**config.mk**
```make
export PLATFORM = sky130hd
export DESIGN_NAME = aes_key_expander
export DESIGN_NICKNAME = d
export VERILOG_FILES = /design/src/rtl/aes_key_expander.sv
export SDC_FILE = /design/constraint.sdc
export NUM_CORES = 2
export LEC_CHECK = 0
export CORE_MARGIN = 4
export CORE_UTILIZATION = 49
export DETAILED_ROUTE_END_ITERATION = 12
export HOLD_SLACK_MARGIN = 0.12
export PLACE_DENSITY = 0.78
export SETUP_SLACK_MARGIN = 0.15
export SKIP_CTS_REPAIR_TIMING = 1
export SYNTH_ARGS = -nofsm -noshare
export SYNTH_HDL_FRONTEND = slang
export SYNTH_SLANG_ARGS = --single-unit
```
**constraint.sdc**
```tcl
create_clock -name clock -period 40.6 [get_ports clock]
set_clock_uncertainty 0.05 [all_clocks]
set_input_delay 6.09 -clock clock [delete_from_list [all_inputs] [get_ports clock]]
set_output_delay 6.09 -clock clock [all_outputs]
set_load 0.01 [all_outputs]
```
**src/rtl/aes_key_expander.sv**
```systemverilog
// aes_key_expander: iterative AES-128/256 key schedule streaming round keys 0..NR under valid/ready.
// Defining AES_KEY_STORE_EN adds an (NR+1)-entry round-key store readable through rd_addr/rd_key.
module aes_sbox (
   input  logic [7:0] i_byte,
   output logic [7:0] o_byte
);
   function automatic logic [7:0] gf_mul(input logic [7:0] a, input logic [7:0] b);
      logic [7:0] r;
      logic [7:0] x;
      r = '0;
      x = a;
      for (int k = 0; k < 8; k++) begin
         if (b[k]) r ^= x;
         x = {x[6:0], 1'b0} ^ (x[7] ? 8'h1b : 8'h00);
      end
      return r;
   endfunction

   // x^254 is the field inverse (and maps 0 to 0)
   function automatic logic [7:0] gf_inv(input logic [7:0] a);
      logic [7:0] p;
      logic [7:0] r;
      p = a;
      r = 8'h01;
      for (int k = 0; k < 7; k++) begin
         p = gf_mul(p, p);
         r = gf_mul(r, p);
      end
      return r;
   endfunction

   logic [7:0] w_inv;
   assign w_inv  = gf_inv(i_byte);
   assign o_byte = w_inv ^ {w_inv[6:0], w_inv[7]} ^ {w_inv[5:0], w_inv[7:6]}
                 ^ {w_inv[4:0], w_inv[7:5]} ^ {w_inv[3:0], w_inv[7:4]} ^ 8'h63;
endmodule

module aes_key_expander #(
   parameter int KEY_BITS = 128
) (
   input  logic                clock,
   input  logic                reset_n,
   input  logic                start,
   input  logic [KEY_BITS-1:0] key_in,
   output logic                busy,
   output logic                rk_valid,
   input  logic                rk_ready,
   output logic [127:0]        round_key,
   output logic [3:0]          rk_idx,
   output logic [7:0]          rcon_out,
   output logic                done,
   input  logic [3:0]          rd_addr,
   output logic [127:0]        rd_key
);
   localparam int NK = KEY_BITS / 32;
   localparam int NR = NK + 6;

   generate
      if (KEY_BITS != 128 && KEY_BITS != 256) begin : g_bad_key_bits
         $error("aes_key_expander: KEY_BITS must be 128 or 256");
      end
   endgenerate

   typedef enum logic {IDLE, RUN} state_t;

   state_t              r_state;
   logic [KEY_BITS-1:0] r_win;
   logic [7:0]          r_rcon;
   logic                r_busy;
   logic                r_valid;
   logic [127:0]        r_rk;
   logic [3:0]          r_idx;
   logic [7:0]          r_rcon_out;
   logic                r_done;

   logic                    w_adv;
   logic                    w_copy;
   logic                    w_use_rcon;
   logic                    w_last;
   logic [31:0]             w_prev;
   logic [31:0]             w_sub_in;
   logic [31:0]             w_sub;
   logic [31:0]             w_t;
   logic [127:0]            w_new;
   logic [KEY_BITS+127:0]   w_cat;

   assign w_adv      = r_valid && rk_ready;
   // AES-256 round key 1 is the lower key half, already sitting in the window
   assign w_copy     = (NK == 8) && (r_idx == 4'd0);
   assign w_use_rcon = (NK == 4) || r_idx[0];
   assign w_last     = r_idx == 4'(NR);
   assign w_prev     = r_win[31:0];
   assign w_sub_in   = w_use_rcon ? {w_prev[23:0], w_prev[31:24]} : w_prev;

   genvar g;
   generate
      for (g = 0; g < 4; g++) begin : g_sbox
         aes_sbox u_sbox (.i_byte(w_sub_in[8*g +: 8]), .o_byte(w_sub[8*g +: 8]));
      end
   endgenerate

   assign w_t             = w_sub ^ {(w_use_rcon ? r_rcon : 8'h00), 24'h0};
   assign w_new[127:96]   = r_win[KEY_BITS-1  -: 32] ^ w_t;
   assign w_new[95:64]    = r_win[KEY_BITS-33 -: 32] ^ w_new[127:96];
   assign w_new[63:32]    = r_win[KEY_BITS-65 -: 32] ^ w_new[95:64];
   assign w_new[31:0]     = r_win[KEY_BITS-97 -: 32] ^ w_new[63:32];
   assign w_cat           = {r_win, w_new};

   always_ff @(posedge clock or negedge reset_n) begin
      if (!reset_n) begin
         r_state    <= IDLE;
         r_win      <= '0;
         r_rcon     <= 8'h01;
         r_busy     <= 1'b0;
         r_valid    <= 1'b0;
         r_rk       <= '0;
         r_idx      <= '0;
         r_rcon_out <= 8'h00;
         r_done     <= 1'b0;
      end else begin
         r_done <= 1'b0;
         if (r_state == IDLE) begin
            if (start) begin
               r_state    <= RUN;
               r_busy     <= 1'b1;
               r_valid    <= 1'b1;
               r_win      <= key_in;
               r_rk       <= key_in[KEY_BITS-1 -: 128];
               r_idx      <= '0;
               r_rcon_out <= 8'h00;
               r_rcon     <= 8'h01;
            end
         end else if (w_adv) begin
            if (w_last) begin
               r_state <= IDLE;
               r_busy  <= 1'b0;
               r_valid <= 1'b0;
               r_done  <= 1'b1;
            end else begin
               r_idx      <= r_idx + 4'd1;
               r_rk       <= w_copy ? r_win[127:0] : w_new;
               r_win      <= w_copy ? r_win : w_cat[KEY_BITS-1:0];
               r_rcon_out <= (!w_copy && w_use_rcon) ? r_rcon : 8'h00;
               if (!w_copy && w_use_rcon)
                  r_rcon <= {r_rcon[6:0], 1'b0} ^ (r_rcon[7] ? 8'h1b : 8'h00);
            end
         end
      end
   end

   assign busy      = r_busy;
   assign rk_valid  = r_valid;
   assign round_key = r_rk;
   assign rk_idx    = r_idx;
   assign rcon_out  = r_rcon_out;
   assign done      = r_done;

`ifdef AES_KEY_STORE_EN
   logic [127:0] r_store [0:NR];
   logic [127:0] r_rd;

   always_ff @(posedge clock or negedge reset_n) begin
      if (!reset_n) begin
         for (int k = 0; k <= NR; k++) r_store[k] <= '0;
         r_rd <= '0;
      end else begin
         if (w_adv) r_store[r_idx] <= r_rk;
         r_rd <= (rd_addr <= 4'(NR)) ? r_store[rd_addr] : '0;
      end
   end

   assign rd_key = r_rd;
`else
   logic w_unused;
   assign w_unused = ^rd_addr;
   assign rd_key   = '0;
`endif
endmodule

```
==> results.py <==
metrics = {
    "global_route": {
        "grt_util_all_layers": 0.279,
        "grt_remaining_overflow": 0,
        "grt_max_degree": 86,
        "grt_first_pass_wirelength_um": 315000,
        "grt_antenna_before_repair": 3,
        "first_global_vias": 57044,
    },
    "cts": {
        "max-clock-path-buffers": 2,
        "clock-sinks": 147,
        "worstSkewPairLatency_ns": 0.51,
        "clock_tree.htree_level_count": 4,
        "tritoncts.num_buffers": 17,
        "clkSlewWorstSetupHoldPaths_ns": 0.07,
        "clock_tree_from_tritoncts": "done",
        "cts_root_buf": "sky130_fd_sc_hd__clkbuf_16",
    },
    "route": {
        "drt_first_pass_iters": 10,
        "drt_first_iter_violations": 7183,
        "wl_um": 201000,
        "wire_per_inst_um": 19.6,
        "ant_nets": 0,
        "vias_after_detailed_routing": 61629,
        "remaining_drc_errors": 0,
        "vias_per_cell": 6.02,
    },
    "yosys": {
        "yosys.area_share.simple": 0.188,
        "synth_fa_ha_area_frac": 0.00492,
        "synth-seq-area-share": 0.0579,
        "syn_area_sq_um": 63600,
        "synth_top_family_by_area": "XOR/XNOR gates",
        "yosysWarningCount": 0,
        "netlist-cell-type-count": 105,
        "synth.avg_cell_area_sq_um": 7.45,
        "async_sr_flop_fraction": 1.00,
        "synthCells": 8534,
        "synth-compound-area-share": 0.174,
        "synthXorXnorAreaFrac": 0.468,
        "share_of_synthesized_area_spent_on_multiplexers": 0.0481,
        "synth_ff_type": "sky130_fd_sc_hd__dfrtp_1",
        "synth-edff-count": 0,
        "yosys_register_bits": 147,
    },
    "critical_path": {
        "timing.critical_path.required_ns": 40.93,
        "r2r_end": "round_key[16]",
        "critical_path_peak_fanout": 23,
        "worst_r2r_startpoint": "round_key[15]",
        "timing.critical_path.to_type": "flip-flop",
        "timing.reg2reg.setup_slack_ns": 20.96,
        "critPathMaxStageDelay_ns": 0.89,
        "worst_setup_path_start_kind": "flip-flop",
        "timing.critical_path.to": "round_key[16]",
        "critPathSlowestCell": "sky130_fd_sc_hd__xnor3_1",
        "reg2regPathDepth": 53,
        "worst_setup_path_startpoint": "round_key[15]",
        "timing.critical_path.mode_cell": "sky130_fd_sc_hd__xnor2_1",
        "worst-setup-path-type": "flip-flop to flip-flop",
        "crit_arrival_ns": 19.97,
    },
    "final_layout": {
        "layout.cells.most_common_list": "sky130_fd_sc_hd__xnor2_1, sky130_fd_sc_hd__nor2_1, sky130_fd_sc_hd__nand2_1",
        "num_antenna_cells": 0,
        "mostFrequentLayoutCell": "sky130_fd_sc_hd__xnor2_1",
        "flow.area_growth_from_synthesis_pct": 7.70,
        "nNetsFinal": 8659,
        "final_layout_size_suffix_gt1_frac": 0.0688,
        "final_area_sq_um": 68500,
    },
    "worst_hold_path": {
        "min_path_type": "flip-flop to flip-flop",
    },
    "timing": {
        "worst_slew_pin_slew_ns": 1.30,
        "max_clock_freq_mhz": 50.9,
        "max_slew_violation_count": 0,
        "rsz0062_at_grt": "no",
        "finalWorstPathRequiredPeriod_ns": 19.64,
        "timing.final.crit_share": 0.484,
        "setup_total_negative_slack_ns": 0,
        "setup_viol": 0,
        "slew_headroom": 0.128,
        "final-hold-violation-count": 0,
    },
    "status": {
        "run_status": "completed",
    },
    "place": {
        "hpwlAfterDp_um": 147000,
        "place.gp.congestion": 0.981,
        "port_buffers": 274,
        "post_dp_cell_area_sq_um": 67900,
    },
    "floorplanning": {
        "die_area_sq_um": 136000,
        "floorplan.initialDensity": 0.496,
        "fp.coreArea_sq_um": 128000,
        "io_pins": 407,
        "die_w_um": 368,
        "fp.dieH_um": 368,
        "rows": 131,
    },
    "flow_run": {
        "max_cap_violations": 0,
    },
}
==> sequential cells by signal (all words and copies together) (netlist names) <==
register / count
done: 1
rk_idx: 4
r_state: 1
round_key: 128
rk_valid: 1
r_rcon: 7
rcon_out: 5
==> worst max-delay path: cells and delay by family (launching register included) <==
kind	cells	cell delay [ns]
buf+inv	4	1.22
xor+xnor	29	12.58
compound gates	10	2.61
simple gates	8	1.77
flops	1	0.36
fa+ha+maj	2	0.91
==> stage by stage <==
step | hold WS (ns) | setup WS, ns | utilization | std cells
finish | 0.463 | 20.96 | 0.534 | 10244
global route | 0.513 | 19.73 | 0.534 | 10244
CTS | 0.462 | 21.34 | 0.534 | 10244
detailed placement | 0.446 | 21.40 | 0.530 | 10212
global placement | 0.438 | 21.71 | 0.530 | 10212
floorplan | 0.431 | 24.89 | - | 8661
==> cell type report <==
| type | instances | area (sq um) |
|---|---|---|
| Fill cell | 11902 | 59700 |
| Multi-Input combinational cell | 7707 | 57000 |
| Timing Repair Buffer | 543 | 4760 |
| Sequential cell | 147 | 3680 |
| Tap cell | 1729 | 2160 |
| Clock buffer | 18 | 439 |
| Inverter | 86 | 323 |
| Clock inverter | 14 | 149 |
==> layer usage <==
metal	vias to the layer above	track usage	wire length (um)
li1	28875	-	-
met4	2	0.0811	5550
met1	29258	0.381	83900
met3	403	0.0577	21200
met5	-	0	12
met2	3091	0.445	89900
==> cell families (layout without fill, tap and decap cells) <==
| group | after synthesis | count (layout) |
|---|---|---|
| buffers and inverters | 807 | 661 |
| AND/OR/NAND/NOR | 2777 | 2777 |
| AO/OA/AOI/OAI | 1759 | 1759 |
| other | 1 | 128 |
| adder cells (fa/ha/maj) | 26 | 26 |
| flip-flops | 147 | 147 |
| multiplexers | 295 | 295 |
| XOR/XNOR | 2722 | 2722 |
==> cells in the mapped netlist, types with 28 or more instances <==
cell	instances	share of area
sky130_fd_sc_hd__o21ai_0	453	0.036
sky130_fd_sc_hd__and3_1	30	0.0030
sky130_fd_sc_hd__xnor3_1	292	0.10
sky130_fd_sc_hd__xor2_1	494	0.068
sky130_fd_sc_hd__inv_1	72	0.0043
sky130_fd_sc_hd__o211ai_1	50	0.0059
sky130_fd_sc_hd__o22ai_1	159	0.016
sky130_fd_sc_hd__xnor2_2	61	0.016
sky130_fd_sc_hd__nor2_1	1145	0.068
sky130_fd_sc_hd__mux2_2	61	0.011
sky130_fd_sc_hd__buf_4	156	0.018
sky130_fd_sc_hd__nor3_1	197	0.016
sky130_fd_sc_hd__nor2b_1	71	0.0070
sky130_fd_sc_hd__buf_2	116	0.0091
sky130_fd_sc_hd__a211oi_1	76	0.0090
sky130_fd_sc_hd__buf_1	46	0.0027
sky130_fd_sc_hd__nand2_1	870	0.051
sky130_fd_sc_hd__a21oi_1	475	0.037
sky130_fd_sc_hd__a32oi_1	28	0.0039
sky130_fd_sc_hd__dfrtp_1	146	0.057
sky130_fd_sc_hd__a31oi_1	73	0.0072
sky130_fd_sc_hd__nand3_1	195	0.015
sky130_fd_sc_hd__clkbuf_1	398	0.023
sky130_fd_sc_hd__nand2b_1	73	0.0072
sky130_fd_sc_hd__or3_1	44	0.0043
sky130_fd_sc_hd__o31ai_1	30	0.0035
sky130_fd_sc_hd__mux2i_1	230	0.036
sky130_fd_sc_hd__xor3_1	52	0.019
sky130_fd_sc_hd__xnor2_1	1775	0.24
sky130_fd_sc_hd__a22oi_1	48	0.0057
sky130_fd_sc_hd__and2_1	40	0.0039
==> worst min-delay path by stage <==
stage	start	endpoint	slack [ns]	cells past startpoint
final	rcon_out[7]	rcon_out[7]	0.46	2
after global routing	rcon_out[2]	rcon_out[2]	0.51	2
after global placement	rcon_out[7]	rcon_out[7]	0.44	2
after CTS	rcon_out[7]	rcon_out[7]	0.46	2
after floorplan	r_rcon[4]	r_rcon[5]	0.43	2
after detailed placement	rcon_out[7]	rcon_out[7]	0.45	2
Power is left out: the tool's default activity adds up to more than one toggle a clock period on the data nets, which glitch-free logic cannot reach.
